--- src/rtl/rgb_layer_mux.sv ---
// Two-stage pixel colour multiplexer: layer visibility (enable, colour key, blink) is
// resolved in stage 1, priority selection and blanking in stage 2.

module rgb_layer_vis #(
   parameter int COLOR_W = 12
) (
   input  logic               en_i,
   input  logic               blink_i,
   input  logic               phase_i,
   input  logic [COLOR_W-1:0] color_i,
   input  logic [COLOR_W-1:0] key_i,
   output logic               vis_o
);
   assign vis_o = en_i & (color_i != key_i) & ~(blink_i & phase_i);
endmodule

module rgb_layer_mux #(
   parameter int COLOR_W      = 12,
   parameter int LAYERS       = 4,
   parameter int BLINK_FRAMES = 30,
   parameter int SEL_W        = $clog2(LAYERS+1)
) (
   input  logic                      clk,
   input  logic                      reset_n,
   input  logic                      video_on,
   input  logic                      frame_tick,
   input  logic [LAYERS-1:0]         layer_en,
   input  logic [LAYERS-1:0]         layer_blink,
   input  logic [LAYERS*COLOR_W-1:0] layer_color,
   input  logic [COLOR_W-1:0]        key_color,
   input  logic [COLOR_W-1:0]        bg_color,
   output logic [COLOR_W-1:0]        RGB,
   output logic                      rgb_active,
   output logic [SEL_W-1:0]          sel_layer
);
   localparam int FCNT_W = (BLINK_FRAMES > 1) ? $clog2(BLINK_FRAMES) : 1;

   logic [FCNT_W-1:0] fcnt_q, fcnt_d;
   logic              blink_q, blink_d;

   // Blink half-period counter; the registered phase feeds stage 1, so a toggle
   // only affects pixels presented after the tick cycle.
   always_comb begin
      fcnt_d  = fcnt_q;
      blink_d = blink_q;
      if (frame_tick) begin
         if (fcnt_q == FCNT_W'(BLINK_FRAMES-1)) begin
            fcnt_d  = '0;
            blink_d = ~blink_q;
         end else begin
            fcnt_d = fcnt_q + 1'b1;
         end
      end
   end

   always_ff @(posedge clk or negedge reset_n) begin
      if (!reset_n) begin
         fcnt_q  <= '0;
         blink_q <= 1'b0;
      end else begin
         fcnt_q  <= fcnt_d;
         blink_q <= blink_d;
      end
   end

   logic [LAYERS-1:0][COLOR_W-1:0] lay_col;
   logic [LAYERS-1:0]              vis_d;

   assign lay_col = layer_color;

   generate
      for (genvar g = 0; g < LAYERS; g++) begin : g_lane
         rgb_layer_vis #(.COLOR_W(COLOR_W)) u_vis (
            .en_i    (layer_en[g]),
            .blink_i (layer_blink[g]),
            .phase_i (blink_q),
            .color_i (lay_col[g]),
            .key_i   (key_color),
            .vis_o   (vis_d[g])
         );
      end
   endgenerate

   // vld_pipe_q[k] is video_on delayed by k cycles.
   logic [2:1]                     vld_pipe_q;
   logic [LAYERS-1:0][COLOR_W-1:0] col1_q;
   logic [COLOR_W-1:0]             bg1_q;
   logic [LAYERS-1:0]              vis1_q;

   always_ff @(posedge clk or negedge reset_n) begin
      if (!reset_n) begin
         vld_pipe_q <= '0;
         col1_q     <= '0;
         bg1_q      <= '0;
         vis1_q     <= '0;
      end else begin
         vld_pipe_q <= {vld_pipe_q[1], video_on};
         col1_q     <= lay_col;
         bg1_q      <= bg_color;
         vis1_q     <= vis_d;
      end
   end

   logic [COLOR_W-1:0] rgb_d, rgb_q;
   logic [SEL_W-1:0]   sel_d, sel_q;

   // Scan from the lowest priority upward so the lowest visible index wins.
   always_comb begin
      rgb_d = '0;
      sel_d = '0;
      if (vld_pipe_q[1]) begin
         rgb_d = bg1_q;
         sel_d = SEL_W'(LAYERS);
         for (int i = LAYERS-1; i >= 0; i--) begin
            if (vis1_q[i]) begin
               rgb_d = col1_q[i];
               sel_d = SEL_W'(i);
            end
         end
      end
   end

   always_ff @(posedge clk or negedge reset_n) begin
      if (!reset_n) begin
         rgb_q <= '0;
         sel_q <= '0;
      end else begin
         rgb_q <= rgb_d;
         sel_q <= sel_d;
      end
   end

   assign RGB        = rgb_q;
   assign sel_layer  = sel_q;
   assign rgb_active = vld_pipe_q[2];
endmodule
--- config.mk ---
export PLATFORM = sky130hd
export DESIGN_NAME = rgb_layer_mux
export DESIGN_NICKNAME = d
export VERILOG_FILES = /design/src/rtl/rgb_layer_mux.sv
export SDC_FILE = /design/constraint.sdc
export NUM_CORES = 1
export LEC_CHECK = 0
export ABC_AREA = 1
export CAP_MARGIN = 20
export CORE_ASPECT_RATIO = 0.75
export CORE_MARGIN = 10
export CORE_UTILIZATION = 45
export CTS_CLUSTER_SIZE = 30
export DETAILED_ROUTE_END_ITERATION = 10
export DONT_BUFFER_PORTS = 1
export HOLD_SLACK_MARGIN = 0.15
export MAX_ROUTING_LAYER = met4
export PLACE_DENSITY = 0.69
export SLEW_MARGIN = 15
export SYNTH_ARGS = -nofsm -noshare
export SYNTH_HDL_FRONTEND = slang
export SYNTH_SLANG_ARGS = --single-unit
--- constraint.sdc ---
create_clock -name clk -period 1.3 [get_ports clk]
set_input_delay 0.13 -clock clk [delete_from_list [all_inputs] [get_ports clk]]
set_output_delay 0.13 -clock clk [all_outputs]
set_load 0.005 [all_outputs]
# --- After elaboration in Yosys (flattened, before gate mapping) ---
# Cells that the tools add are included.
word_totals:
  elab_cells: 46
  output_inout_bits: 16
  register_bits: 87
classes:
  n_reduce_logical: 1
  n_addsub: 1
  mux: 11
  eq_ne: 5
  n_bitwise: 17
ops:
  columns: ["operator", "count"]
  rows:
  - ["12-bit 2-to-1 mux", 5]
  - ["12-bit inequality test", 4]
  - ["3-bit 2-to-1 mux", 5]
  - ["1-bit AND", 12]
  - ["5-bit by 1-bit adder with 5-bit output (second input constant)", 1]
  - ["5-bit == test (second input constant)", 1]
  - ["5-bit 2-to-1 mux", 1]
  - ["1-bit NOT", 5]
  - ["2-bit AND reduction", 1]

# --- Logic depth before layout (Yosys ltp) ---
# Gate-level depths: netlist of the first run.
depth:
  depth_word: 5
  depth_mapped: 9
  ltp_nobuf: 8

# --- Cells and area by module ---
# From an unflattened synthesis of the first run, not the netlist that was laid out.
unflattened:
  cells_unflattened: 475
  area_unflattened_um2: 3832.4
modules_own_cells:
  columns: ["module", "cells_each", "instances", "area_each_um2", "seq_area_each_um2"]
  rows:
  - ["rgb_layer_mux", 247, 1, 2876.5, 2177.1]
  - ["rgb_layer_vis", 57, 4, 239.0, 0.0]

# --- Worst setup path before layout of the first run ---
# Ideal clock, no wire load.
synth_path:
  path_kind: "register -> register"
  start: "reg fcnt_q[1]"
  end: "reg fcnt_q[4]"
  required_time_ns: 1.177
  setup_time_ns: 0.123
  arrival_time_ns: 1.046
  slack_ns: 0.130
  n_path_buf: 0
  path_stages_with_launch: 8
  cell_sequence: "dfrtp_1 -> inv_1 -> ha_1 -> nand4_1 -> nor2_1 -> inv_1 -> o21ai_0 -> a21oi_1"
synth_via:
  elab_chain_len: 2
  elab_cells_between_ends: 3
  classes_between: "add/sub: 1; eq/ne: 1; mux: 1"
synth_lines:
  columns: ["item", "line", "rtl"]
  rows:
  - ["start: declaration", "38", "logic [FCNT_W-1:0] fcnt_q, fcnt_d;"]
  - ["start signal: assignment", "61", "fcnt_q <= fcnt_d;"]
  - ["5-bit by 1-bit adder with 5-bit output or 5-bit == test (tied branches)", "51, 47", null]
  - ["5-bit 2-to-1 mux (*)", "47", "if (fcnt_q == FCNT_W'(BLINK_FRAMES-1)) begin"]
# Mark *: on every way between the ends. The rest lies on a longest branch, timed or not.
# A chain may end at the register's enable or synchronous reset.

# --- Worst setup path after layout of the first run ---
layout_path:
  start: "reg fcnt_q[1]"
  end: "reg blink_q"
layout_via:
  elab_chain_len: 2
layout_lines:
  columns: ["item", "line", "rtl"]
  rows:
  - ["5-bit == test", "47", null]
  - ["2-bit AND reduction (no source line)", null, null]
  - ["end signal: assignment", "62", "blink_q <= blink_d;"]
  - ["end: declaration", "39", "logic blink_q, blink_d;"]
# No other way between the ends.

==> out/qor.csv, run 1 <==
metric;value;unit
status;complete, but fails checks;
failing checks;negative hold slack, negative setup slack;
max-capacitance violation count;0;
fin nets;609;
maximum VDD drop;0.875;mV
setup ws final;-0.0309;ns
routed via count;3138;
drt total wl;11200;um
fin crit share;102;%
Final ANT Viol Nets;0;
DR DRC count;0;
Top FF cell, synth;dfrtp_1;
Worst-Margin Slew;0.457;ns
hpwl dp;7280;um
power per cell area;1290;nW/um2
CTS tree;yes;
fin util;62.0;%
fin area;4930;um2
clock buffer depth;2;
Tmin final;1.33;ns
DR WL/cell;17.6;um
CP Class;reg2reg;
total number of yosys warnings;0;
die width;125;um
CTS Hold Buffers Added;82;
Reg clk slew, reported paths;0.09;ns
routed vias/inst;4.96;
worst-skew pair later-pin latency;0.37;ns
gr ovfl total;0;
initial antenna violation count;1;
vias in the first global route;3255;
Pre-antenna DRT Iters;4;
Post-synth EDFFs;0;
layout cells sized above 1;6.64;%
synthesized flop and latch total;87;
register area;2180;um2
crit-path max FO;4;
post-synth net total;511;
worst hold slack;-0.553;ns
Startpoint Class;flip-flop;
gpl congestion;0.880;
dpl ws;-0.0275;ns
first-pass GRT wire length;17500;um
total global-route track usage;18.7;%
Hold Crit Class;in2async;
PortBufs;0;
Pleak;0.00243;uW
# rows;28;
Setup violations, final;2;
Max Transition Viols Final;0;
Fill cells;658;
Setup crit end kind;flip-flop;
clk_skew;0.0128;ns
setup TNS;-0.0485;ns
synthesized area;3710;um2
Post-DP Area;3850;um2
DR iter-0 viols;268;
Req. time, crit path;1.59;ns
die height;98.6;um
post-synth cell types;23;
die area;12300;um2
commonest non-fill, non-tap cell in the layout;nand2_1;
Mean Syn Cell Area;8.73;um2
Post-Synthesis Cells;425;
CTS sink count;87;
Multi-input gate area;1260;um2
most frequent cells in the layout;nand2_1, dfrtp_1, dlygate4sd3_1, inv_1, nand3_1;
Worst EP arrival;1.62;ns
core box area;7950;um2
area grow syn2layout;32.8;%
Slew headroom;69.3;%
number of CTS-inserted buffers;9;
sequential share of the synthesized area;58.7;%
RSZ-0062 raised after global routing;true;
root buf cell;clkbuf_8;
final hold vios;87;
Async SR Flop Fraction;100;%
I/O pin cnt;100;
f_max;0.751;GHz
largest net degree at the start of global routing;88;
H-tree levels;3;
Initial Utilization;46.7;%
-- cell type report --
| cell class | instances | share of cell area [%] |
|---|---|---|
| Sequential cell | 87 | 44.2 |
| Multi-Input combinational cell | 271 | 25.5 |
| Timing Repair Buffer | 99 | 19.7 |
| Inverter | 55 | 4.27 |
| Clock buffer | 12 | 2.74 |
| Tap cell | 105 | 2.67 |
| Clock inverter | 3 | 0.914 |
| Antenna cell | 1 | 0.0508 |
-- cells in the mapped netlist (2+ instances only) --
cell | number | area (um2)
inv_1 | 55 | 206
xnor2_1 | 16 | 140
o21ai_0 | 13 | 65.1
clkbuf_2 | 5 | 25.0
a21oi_1 | 14 | 70.1
nand3_1 | 28 | 140
nor2_2 | 2 | 12.5
o21ai_1 | 12 | 60.1
a21boi_0 | 4 | 30.0
nand2_1 | 153 | 574
clkbuf_1 | 2 | 7.51
ha_1 | 2 | 25.0
nand4_1 | 2 | 12.5
buf_6 | 3 | 33.8
nor2_1 | 19 | 71.3
xor2_1 | 2 | 17.5
dfrtp_1 | 87 | 2180
-- metal layers --
layer / routed length [um] / up-vias / GRT usage (%)
li1: - / 1498 / -
met1: 4620 / 1481 / 22.4
met2: 5300 / 142 / 28.8
met3: 1060 / 17 / 6.85
met4: 177 / 0 / 5.74
met5: 0 / - / -
-- worst paths after layout --
kind / from / to / slack [ns] / cells past startpoint
max in group asynchronous: reset_n / col1_q[33]$_DFF_PN0_ / 1.74 / 0
worst max register to register: fcnt_q[1]$_DFFE_PN0P_ / blink_q$_DFFE_PN0P_ / -0.03 / 6
worst min register to register: fcnt_q[4]$_DFFE_PN0P_ / fcnt_q[4]$_DFFE_PN0P_ / 0.49 / 1
min in group clk: layer_color[8] / vis1_q[0]$_DFF_PN0_ / 0.15 / 7
worst min-delay path: reset_n / vld_pipe_q[2]$_DFF_PN0_ / -0.55 / 0
worst max-delay path: fcnt_q[1]$_DFFE_PN0P_ / blink_q$_DFFE_PN0P_ / -0.03 / 6
-- power by group --
part	switching [uW]	total [uW]	leakage (uW)	internal, uW
Clock	934	1810	0.0000827	880
Sequential	220	3210	0.00104	2990
Combinational	690	1330	0.00131	638
Total	1840	6350	0.00243	4510
-- worst max-delay path, cell delays in order (launching register included) --
cell	delay [ns]
dfrtp_1	0.42
inv_2	0.09
ha_4	0.12
nand4_1	0.17
nor2_2	0.19
buf_4	0.14
xor2_1	0.13
-- timing repair --
action,4_1_cts,5_1_grt
hold endpoints to repair,158,87
endpoints found under the setup margin,1,11
setup buffers,0,5
pin swaps,0,1
gates resized for setup,1,7
cloned,0,0
-- registers in the layout, indices dropped and copies added (netlist names) --
signal and cells:
RGB 12, bg1_q 12, blink_q 1, col1_q 48, fcnt_q 5, sel_layer 3, vis1_q 4, vld_pipe_q 2
-- per-stage QoR --
stage               total power, uW  instances
floorplan                      3900        425
CTS                            6240        627
global placement               4170        530
detailed placement             4200        530
finish                         6350        633
global route                   6690        633
-- logic make-up after synthesis --
family	after synthesis	share of synthesized area [%]
flip-flops	87	58.7
XOR/XNOR	18	4.25
AND/OR/NAND/NOR	206	22.2
buffers and inverters	67	7.86
AO/OA/AOI/OAI	45	6.41
adder cells (fa/ha/maj)	2	0.674
Power figures use the tool's default switching activity.
==> inputs of run 2 (changes only) <==
clock period = 1.52 ns   (was 1.3 ns; I/O delays follow)
==> run 2 against run 1 <==
  * The flow finishes with violations (negative hold slack)
  * Global-route usage decreased by 0.49 points
  * Via count decreased by 3.0%
  * Clock skew fell by 0.0023 ns
  * Clock-buffer cell count grew 2
  * Largest cell class unchanged
  * Design area down 2.4%
  * Register-to-register slack improved by 0.095 ns
  * Die area is the same
  * Worst hold slack better by 0.017 ns
  * Highest routed layer unchanged
==> out/qor.csv, run 2 (same netlist as run 1, synthesis figures left out) <==
metric;value;unit;change
routed vias/inst;4.90;;-1.2%
crit-path max FO;5;;+1
commonest non-fill, non-tap cell in the layout;nand2_1;;
critical-path cell list;a21boi_0 -> dlygate4sd3_1 -> nand2_1 -> inv_1;;
Inst Count DP;527;;-0.57%
Int Pwr;3920;uW;-13%
vias in the first global route;3228;;-0.83%
gpl congestion;0.848;;-3.6%
die area;12300;um2;unchanged
Pre-antenna DRT Iters;5;;+1
Initial Utilization;46.7;%;unchanged
failing checks;negative hold slack;;
hpwl dp;7320;um;+0.54%
area grow syn2layout;29.6;%;
DR DRC count;0;;unchanged
total global-route track usage;18.2;%;-0.49 points
Worst EP arrival;1.77;ns;+0.15 ns
die width;125;um;unchanged
worst r2r src;blink_q$_DFFE_PN0P_;;
max reg flops;48;;unchanged
worst-skew pair later-pin latency;0.37;ns;about the same
fin nets;596;;-2.1%
drt total wl;10800;um;-2.9%
worst hold slack;-0.536;ns;+0.0169 ns
layout cells sized above 1;4.85;%;-1.8 points
post-CTS setup buffer count;0;;unchanged
max-capacitance violation count;0;;unchanged
crit path to;vis1_q[1]$_DFF_PN0_;;
final hold vios;87;;unchanged
Final Non-Filler Cells;621;;-1.9%
most frequent cells in the layout;nand2_1, dfrtp_1, dlygate4sd3_1, inv_1, nand3_1;;
first-pass GRT wire length;17100;um;-1.9%
core box area;7950;um2;unchanged
Hold Crit Class;in2async;;
CTS sink count;87;;unchanged
initial antenna violation count;1;;unchanged
most flop-heavy register;col1_q;;
Worst Setup SP;blink_q$_DFFE_PN0P_;;
CP Class;reg2reg;;
PortBufs;0;;unchanged
dpl ws;0.230;ns;+0.258 ns
switching part of the total;27.7;%;-1.3 points
Pleak;0.00239;uW;-1.6%
CTS tree;yes;;
Fill cells;660;;+0.30%
DR WL/cell;17.5;um;-1.0%
status;complete, but fails checks;;
clock power share;31.2;%;+2.6 points
Tmin final;1.46;ns;+0.125 ns
Reg clk slew, reported paths;0.09;ns;about the same
gr ovfl total;0;;unchanged
Setup crit end kind;flip-flop;;
Crit-path slowest cell;dlygate4sd3_1;;
maximum VDD drop;0.674;mV;-23%
CTS Hold Buffers Added;77;;-6.1%
worst r2r path cells;4;;-2
routed via count;3043;;-3.0%
Slew headroom;70.4;%;+1.1 points
H-tree levels;3;;unchanged
f_max;0.687;GHz;-8.6%
Max Transition Viols Final;0;;unchanged
R2R setup slack;0.06;ns;+0.10 ns
die height;98.6;um;unchanged
DR iter-0 viols;325;;+21%
fin util;60.5;%;-1.5 points
# rows;28;;unchanged
clk_skew;0.0105;ns;-0.00234 ns
Final ANT Viol Nets;0;;unchanged
clock buffer depth;2;;unchanged
Sw Pwr;1500;uW;-19%
Flop pwr share;50.8;%;+0.3 points
RSZ-0062 raised after global routing;false;;
setup TNS;0;ns;+0.0485 ns
max incr delay on CP;0.61;ns;+0.19 ns
setup ws final;0.0646;ns;+0.0955 ns
largest net degree at the start of global routing;88;;unchanged
Worst-Margin Slew;0.440;ns;-0.0167 ns
Setup violations, final;0;;-2
root buf cell;clkbuf_8;;
number of CTS-inserted buffers;9;;unchanged
Logic pwr share;18.0;%;-2.9 points
power per cell area;1130;nW/um2;-13%
I/O pin cnt;100;;unchanged
fin crit share;95.7;%;-6.6 points
total power;5420;uW;-15%
Startpoint Class;flip-flop;;
reg2reg end;vis1_q[1]$_DFF_PN0_;;
Req. time, crit path;1.83;ns;+0.24 ns
==> run 2: critical path, delay by kind of cell, from the launching register on <==
kind	cells	cell delay, ns
buffers and inverters	2	0.65
DFF	1	0.44
AOI/OAI and AO/OA	1	0.26
and+or+nand+nor	1	0.05
==> run 2: worst min path at each step <==
stage                        from                    to  cells past startpoint
after CTS                 reset_n  col1_q[39]$_DFF_PN0_                      0
after detailed placement  reset_n      RGB[3]$_DFF_PN0_                      0
after global placement    reset_n    bg1_q[3]$_DFF_PN0_                      0
after global routing      reset_n      RGB[4]$_DFF_PN0_                      0
after floorplan           reset_n      RGB[0]$_DFF_PN0_                      0
final                     reset_n   col1_q[2]$_DFF_PN0_                      0
==> run 2: power by group through the flow <==
stage / clock network [uW] / registers [uW] / logic [uW]
global route: 1810 / 2780 / 1100
CTS: 1710 / 2750 / 968
finish: 1690 / 2750 / 977
detailed placement: 0 / 2790 / 768
global placement: 0 / 2790 / 746
floorplan: 0 / 2730 / 611
==> run 2: area by class of cell <==
class	count	area, um2	share of cell area, %
diodes	1	2.50	0.0520
clock buffers	14	173	3.59
clock inverters	2	37.5	0.781
inverters	55	206	4.29
multi-input cells	271	1240	25.8
flip-flops and latches	87	2180	45.3
well taps	105	131	2.73
repair buffers	86	838	17.4
==> run 2: per-layer routing <==
layer | GRT usage, % | wire (um) | up-vias
met5 | - | 0 | -
met1 | 21.9 | 4660 | 1413
met4 | 5.21 | 108 | 0
met3 | 7.33 | 1090 | 13
met2 | 27.7 | 4980 | 143
li1 | - | - | 1474
==> run 2: what timing repair did <==
item	4_1_cts	5_1_grt
setup endpoints to repair	0	1
hold endpoints to repair	158	87
gates resized for setup	0	1
==> run 2: metrics by stage <==
stage / instance area [um2] / hold slack (ns)
floorplan: 3710 / -0.144
global placement: 3820 / -0.139
detailed placement: 3820 / -0.140
CTS: 4810 / -0.539
global route: 4810 / -0.552
finish: 4810 / -0.536
